### config.mk
export PLATFORM = sky130hd
export DESIGN_NAME = sd_data_check
export DESIGN_NICKNAME = d
export VERILOG_FILES = /design/src/rtl/sd_data_check.sv
export SDC_FILE = /design/constraint.sdc
export NUM_CORES = 1
export LEC_CHECK = 0
export ABC_AREA = 1
export CAP_MARGIN = 20
export CORE_MARGIN = 3
export CORE_UTILIZATION = 38
export CTS_CLUSTER_SIZE = 25
export DETAILED_ROUTE_END_ITERATION = 8
export PLACE_DENSITY = 0.7
export SYNTH_ARGS = -nofsm -noshare
export SYNTH_HDL_FRONTEND = slang
export SYNTH_SLANG_ARGS = --single-unit
### constraint.sdc
create_clock -name clock -period 5.3 [get_ports clock]
set_clock_uncertainty 0.15 [all_clocks]
set_input_delay 1.59 -clock clock [delete_from_list [all_inputs] [get_ports clock]]
set_output_delay 1.59 -clock clock [all_outputs]
set_load 0.01 [all_outputs]
### src/rtl/sd_data_check.sv
// SD card data self-test: writes an incrementing word pattern to one sector,
// reads it back, and reports mismatches, short reads or a stalled controller.
module sd_data_check #(
  parameter logic [31:0] SEC_ADDR = 32'd2000,
  parameter logic [15:0] WORDS    = 16'd256,
  parameter logic [23:0] TIMEOUT  = 24'd10_000_000
) (
  input  logic        clock,
  input  logic        reset_n,
  input  logic        sd_init_done,
  output logic        wr_start_en,
  output logic [31:0] wr_sec_addr,
  input  logic        wr_data_req,
  output logic [15:0] wr_data,
  input  logic        wr_busy,
  output logic        rd_start_en,
  output logic [31:0] rd_sec_addr,
  input  logic        rd_val_en,
  input  logic [15:0] rd_val_data,
  input  logic        rd_busy,
  output logic        error_flag,
  output logic        test_done
);

  typedef enum logic [2:0] {
    IDLE, WR_START, WR_WAIT, RD_START, RD_WAIT, DONE
  } state_e;

  state_e      state_q;
  logic        wr_start_q, rd_start_q, err_q, done_q, busy_seen_q;
  logic [15:0] wr_data_q;
  logic [15:0] exp_q, exp_d;
  logic [15:0] rd_cnt_q, rd_cnt_d;
  logic [15:0] err_cnt_q, err_cnt_d;
  logic [23:0] wd_q;
  logic        wd_expired;

  assign wr_sec_addr = SEC_ADDR;
  assign rd_sec_addr = SEC_ADDR;
  assign wr_start_en = wr_start_q;
  assign rd_start_en = rd_start_q;
  assign wr_data     = wr_data_q;
  assign error_flag  = err_q;
  assign test_done   = done_q;

  // Read-side counters are computed ahead so a final word arriving with the
  // busy fall is already included in the pass/fail decision.
  always_comb begin
    exp_d     = exp_q;
    rd_cnt_d  = rd_cnt_q;
    err_cnt_d = err_cnt_q;
    if (state_q == RD_WAIT && rd_val_en) begin
      if (rd_val_data != exp_q && err_cnt_q != 16'hFFFF)
        err_cnt_d = err_cnt_q + 16'd1;
      exp_d    = exp_q + 16'd1;
      rd_cnt_d = rd_cnt_q + 16'd1;
    end
  end

  assign wd_expired = !busy_seen_q && (wd_q == TIMEOUT - 24'd1);

  always_ff @(posedge clock or negedge reset_n) begin
    if (!reset_n) begin
      state_q     <= IDLE;
      wr_start_q  <= 1'b0;
      rd_start_q  <= 1'b0;
      err_q       <= 1'b0;
      done_q      <= 1'b0;
      busy_seen_q <= 1'b0;
      wr_data_q   <= 16'd0;
      exp_q       <= 16'd0;
      rd_cnt_q    <= 16'd0;
      err_cnt_q   <= 16'd0;
      wd_q        <= 24'd0;
    end else begin
      wr_start_q <= 1'b0;
      rd_start_q <= 1'b0;
      exp_q      <= exp_d;
      rd_cnt_q   <= rd_cnt_d;
      err_cnt_q  <= err_cnt_d;
      case (state_q)
        IDLE: begin
          if (sd_init_done) begin
            state_q    <= WR_START;
            wr_start_q <= 1'b1;
          end
        end
        WR_START: begin
          state_q     <= WR_WAIT;
          wr_data_q   <= 16'd0;
          wd_q        <= 24'd0;
          busy_seen_q <= 1'b0;
        end
        WR_WAIT: begin
          if (wr_data_req) wr_data_q <= wr_data_q + 16'd1;
          if (!busy_seen_q) wd_q <= wd_q + 24'd1;
          if (wd_expired) begin
            state_q <= DONE;
            err_q   <= 1'b1;
            done_q  <= 1'b1;
          end else if (busy_seen_q && !wr_busy) begin
            state_q     <= RD_START;
            rd_start_q  <= 1'b1;
            busy_seen_q <= 1'b0;
          end else if (wr_busy) begin
            busy_seen_q <= 1'b1;
          end
        end
        RD_START: begin
          state_q     <= RD_WAIT;
          exp_q       <= 16'd0;
          rd_cnt_q    <= 16'd0;
          wd_q        <= 24'd0;
          busy_seen_q <= 1'b0;
        end
        RD_WAIT: begin
          if (!busy_seen_q) wd_q <= wd_q + 24'd1;
          if (wd_expired) begin
            state_q <= DONE;
            err_q   <= 1'b1;
            done_q  <= 1'b1;
          end else if (busy_seen_q && !rd_busy) begin
            state_q     <= DONE;
            busy_seen_q <= 1'b0;
            done_q      <= 1'b1;
            err_q       <= (err_cnt_d != 16'd0) || (rd_cnt_d != WORDS);
          end else if (rd_busy) begin
            busy_seen_q <= 1'b1;
          end
        end
        DONE: state_q <= DONE;
        default: state_q <= IDLE;
      endcase
    end
  end

endmodule

==> impl_metrics.tcl <==
set metrics [dict create \
    first_iter_violations 300 \
    num_rows 46 \
    drt_wl_total_um 12490 \
    half_perimeter_wire_length_after_detailed_placement_um 9221 \
    pin_count_of_the_biggest_net_entering_global_routing 77 \
    groute.usage.overall 0.1439 \
    wire_length_the_detailed_router_placed_on_met1_um 6086 \
    post-route-min-period_ns 3.800 \
    wl_met3_um 563 \
    layout.area.seq_um2 2402 \
    globalRoute.totalOverflow 0 \
    layout-area-overhead-vs-synth_pct 11.10 \
    leakage_nw 3.427 \
    design.core.area_um2 15890 \
    worstHoldPathType "reg -> reg" \
    fmaxAchievable_ghz 0.2631 \
    floorplan.die.width_um 133.6 \
    dpl_worst_slack_ns 1.134 \
    timing.critical_path.from_type "input pin" \
    yosysSeqAreaShare 0.3881 \
    synthesis.instances 858 \
    antenna_cells_inserted 0 \
    globalplace.congestion 0.8657 \
    synth_edf_count 0 \
    vdd_drop_max_v 0.0002843 \
    final_cell_count_no_fill 1122 \
    clkLatencyLatePin_ns 0.35 \
    grt_antenna_before_repair 0 \
    endpoint_kind "flip-flop" \
    route.antenna.remaining_nets 0 \
    finalHoldViolCount 0 \
    critical_path_class "in -> reg" \
    tritoncts_clock_tree "built" \
    die-area_um2 17860 \
    tightestPinTransition_ns 0.9261 \
    setup-violations-final 0 \
    die_height_um 133.6 \
    multi_input_area_um2 2963 \
    holdCritStartpoint "test_done" \
    worst_slack_ns 1.500 \
    drt-wirelength-per-cell_um 11.13 \
    detailedRoute.firstPassIterationCount 4 \
    initial_core_util 0.3897 \
    top_level_ports 107 \
    maxUsedRoutingLayer "met4" \
    slew_violations 0 \
    cap_viol_max_count 0 \
    grt_first_pass_wirelength_um 21350 \
    routed_via_density 4.592 \
    run_status "completed" \
    cts_max_level 3 \
    yosys_register_bits 96 \
    power.density_cell_area_nw_per_um2 320.3 \
    cts_made_buffers 9 \
    drt_drc_violations_left 0 \
    worstPathRequired_ns 5.39 \
    clk_pin_slew_worst_paths_ns 0.07 \
    yosys.cell_types.count 47 \
    ctsRootBufferMaster "sky130_fd_sc_hd__clkbuf_16" \
    worst_slew_margin 0.3803 \
    via_count_of_the_first_global_routing_pass 4698 \
    yosys_most_used_dff "sky130_fd_sc_hd__dfrtp_1" \
    syn-cell-area_um2 6190 \
    placement.io_buffers 42 \
    data_arrival_time_of_the_critical_path_ns 3.89 \
    route.met2.wl_um 5681 \
    yosys_warnings 0 \
    post_cts_resized 0 \
    clk_path_buf_depth 2 \
    final.setup.tns_ns 0 \
    placedCellCount 1105 \
    worstReg2RegStart "state_q[2]" \
    crit_fanout 29 \
    final_layout_size_suffix_gt1_frac 0.06623 \
    ctsHoldBuffers 0 \
    number_of_clock_sinks 96 \
    layout_worst_path_cycle_share 0.7170 \
    avgSynthCellArea_um2 7.214 \
    synth-async-reset-ratio 1.000 \
    post_cts.repair.setup_buffers 0 \
    rsz0062_at_grt "false" \
    detailroute.via_count 5152 \
    worst_setup_path_startpoint "rd_val_data[3]" \
    final_net_count 929 \
    num-fill-cells 1620 \
]
layer usage:
layer,vias to the layer above,GRT usage
met5,-,0
met3,14,0.03701
li1,2673,-
met4,0,0.03600
met1,2367,0.1905
met2,98,0.2367
sequential cells by signal, summed over array words and instances (netlist names), 3 cells and up:
name       flops
exp_q         16
wr_data       16
err_cnt_q     16
state_q        3
wd_q          24
rd_cnt_q      16
cell type report:
class / instances / share of cell area
clock buffers: 10 / 0.03330
clock inverters: 6 / 0.006186
inverters: 135 / 0.07405
multi-input cells: 614 / 0.4309
flip-flops and latches: 96 / 0.3493
well taps: 216 / 0.03930
repair buffers: 45 / 0.06696
through the flow:
| step | power, W | util | instance area [um^2] | hold WS (ns) |
|---|---|---|---|---|
| after floorplan | 0.001466 | - | 6422 | 0.3053 |
| after CTS | 0.002229 | 0.4312 | 6849 | 0.3169 |
| final | 0.002202 | 0.4329 | 6877 | 0.3122 |
| after global routing | 0.002371 | 0.4329 | 6877 | 0.3561 |
| after detailed placement | 0.001611 | 0.4141 | 6578 | 0.2995 |
| after global placement | 0.001599 | 0.4141 | 6578 | 0.2992 |
cell families after synthesis:
logic type | share of synthesized area
and+or+nand+nor | 0.3263
buffers and inverters | 0.1708
AOI/OAI and AO/OA | 0.08490
DFF | 0.3881
xor gates and xnor gates | 0.01698
adders and majority gates | 0.01011
other | 0.001213
muxes | 0.001617
where the power goes:
group / internal, W / switching [W] / total, W
registers: 0.000821 / 0.0000962 / 0.000918
clock network: 0.000320 / 0.000285 / 0.000605
logic: 0.000216 / 0.000464 / 0.000680
layout by cell type (no fill, tap or decap), types with 2 or more instances in the layout:
cell / count
sky130_fd_sc_hd__nand2_1: 200
sky130_fd_sc_hd__inv_1: 126
sky130_fd_sc_hd__nor2_1: 102
sky130_fd_sc_hd__dfrtp_1: 96
sky130_fd_sc_hd__conb_1: 64
sky130_fd_sc_hd__nand3_1: 54
sky130_fd_sc_hd__a21oi_1: 50
sky130_fd_sc_hd__clkdlybuf4s50_1: 41
sky130_fd_sc_hd__o21ai_0: 30
sky130_fd_sc_hd__nor3_1: 27
sky130_fd_sc_hd__nand4_1: 13
sky130_fd_sc_hd__xor2_1: 9
sky130_fd_sc_hd__clkbuf_16: 9
sky130_fd_sc_hd__inv_2: 6
sky130_fd_sc_hd__nand2_4: 5
sky130_fd_sc_hd__nand2_2: 5
sky130_fd_sc_hd__ha_1: 5
sky130_fd_sc_hd__o21ai_1: 4
sky130_fd_sc_hd__nor2_2: 4
sky130_fd_sc_hd__nor2_4: 4
sky130_fd_sc_hd__nand3_2: 4
sky130_fd_sc_hd__nand4_2: 3
sky130_fd_sc_hd__nor3_4: 3
sky130_fd_sc_hd__o21a_1: 3
sky130_fd_sc_hd__xnor2_1: 3
sky130_fd_sc_hd__buf_4: 3
sky130_fd_sc_hd__nor3_2: 2
sky130_fd_sc_hd__and3_1: 2
sky130_fd_sc_hd__o31ai_1: 2
sky130_fd_sc_hd__nor4_1: 2
sky130_fd_sc_hd__a211oi_1: 2
sky130_fd_sc_hd__clkinv_1: 2
sky130_fd_sc_hd__nand3_4: 2
sky130_fd_sc_hd__inv_6: 2
sky130_fd_sc_hd__clkinv_2: 2
sky130_fd_sc_hd__clkinvlp_4: 2
final timing paths:
kind,slack [ns],cells after the start,endpoint
min in group asynchronous,1.02,1,err_cnt_q[9]
max reg2reg,2.55,7,exp_q[10]
max,1.50,16,error_flag
min reg2reg,0.31,2,test_done
max in group asynchronous,3.07,3,wd_q[21]
min,0.31,2,test_done
cell usage after synthesis, types with 2 or more instances:
cell type | instances | area (um^2)
sky130_fd_sc_hd__nand2_1 | 200 | 750.7
sky130_fd_sc_hd__inv_1 | 126 | 473.0
sky130_fd_sc_hd__nor2_1 | 102 | 382.9
sky130_fd_sc_hd__dfrtp_1 | 96 | 2402
sky130_fd_sc_hd__buf_4 | 65 | 488.0
sky130_fd_sc_hd__nand3_1 | 54 | 270.3
sky130_fd_sc_hd__a21oi_1 | 50 | 250.2
sky130_fd_sc_hd__o21ai_0 | 30 | 150.1
sky130_fd_sc_hd__nor3_1 | 27 | 135.1
sky130_fd_sc_hd__nand4_1 | 13 | 81.33
sky130_fd_sc_hd__xor2_1 | 9 | 78.83
sky130_fd_sc_hd__inv_2 | 6 | 22.52
sky130_fd_sc_hd__ha_1 | 5 | 62.56
sky130_fd_sc_hd__nand2_2 | 5 | 31.28
sky130_fd_sc_hd__nand2_4 | 5 | 56.30
sky130_fd_sc_hd__buf_2 | 4 | 20.02
sky130_fd_sc_hd__nand3_2 | 4 | 40.04
sky130_fd_sc_hd__nor2_2 | 4 | 25.02
sky130_fd_sc_hd__nor2_4 | 4 | 45.04
sky130_fd_sc_hd__o21ai_1 | 4 | 20.02
sky130_fd_sc_hd__clkbuf_1 | 3 | 11.26
sky130_fd_sc_hd__nand4_2 | 3 | 37.54
sky130_fd_sc_hd__nor3_4 | 3 | 48.80
sky130_fd_sc_hd__o21a_1 | 3 | 22.52
sky130_fd_sc_hd__xnor2_1 | 3 | 26.28
sky130_fd_sc_hd__a211oi_1 | 2 | 15.01
sky130_fd_sc_hd__and3_1 | 2 | 12.51
sky130_fd_sc_hd__clkinv_1 | 2 | 7.510
sky130_fd_sc_hd__conb_1 | 2 | 7.510
sky130_fd_sc_hd__nand3_4 | 2 | 35.03
sky130_fd_sc_hd__nor3_2 | 2 | 20.02
sky130_fd_sc_hd__nor4_1 | 2 | 12.51
sky130_fd_sc_hd__o31ai_1 | 2 | 15.01
worst max-delay path: stages:
cell and delay, ns:
sky130_fd_sc_hd__clkdlybuf4s50_1 0.49, sky130_fd_sc_hd__inv_1 0.05, sky130_fd_sc_hd__nand2_1 0.05, sky130_fd_sc_hd__nand2_1 0.05, sky130_fd_sc_hd__nor2_1 0.16, sky130_fd_sc_hd__nand2_1 0.08
sky130_fd_sc_hd__nor2_1 0.09, sky130_fd_sc_hd__nand2_1 0.52, sky130_fd_sc_hd__nand2_1 0.20, sky130_fd_sc_hd__nand2_1 0.07, sky130_fd_sc_hd__nand2_1 0.07, sky130_fd_sc_hd__nand2_1 0.07
sky130_fd_sc_hd__nor2_1 0.14, sky130_fd_sc_hd__nand2_1 0.08, sky130_fd_sc_hd__nor2_1 0.09, sky130_fd_sc_hd__a21oi_1 0.07
(Power assumes the default switching activity.)
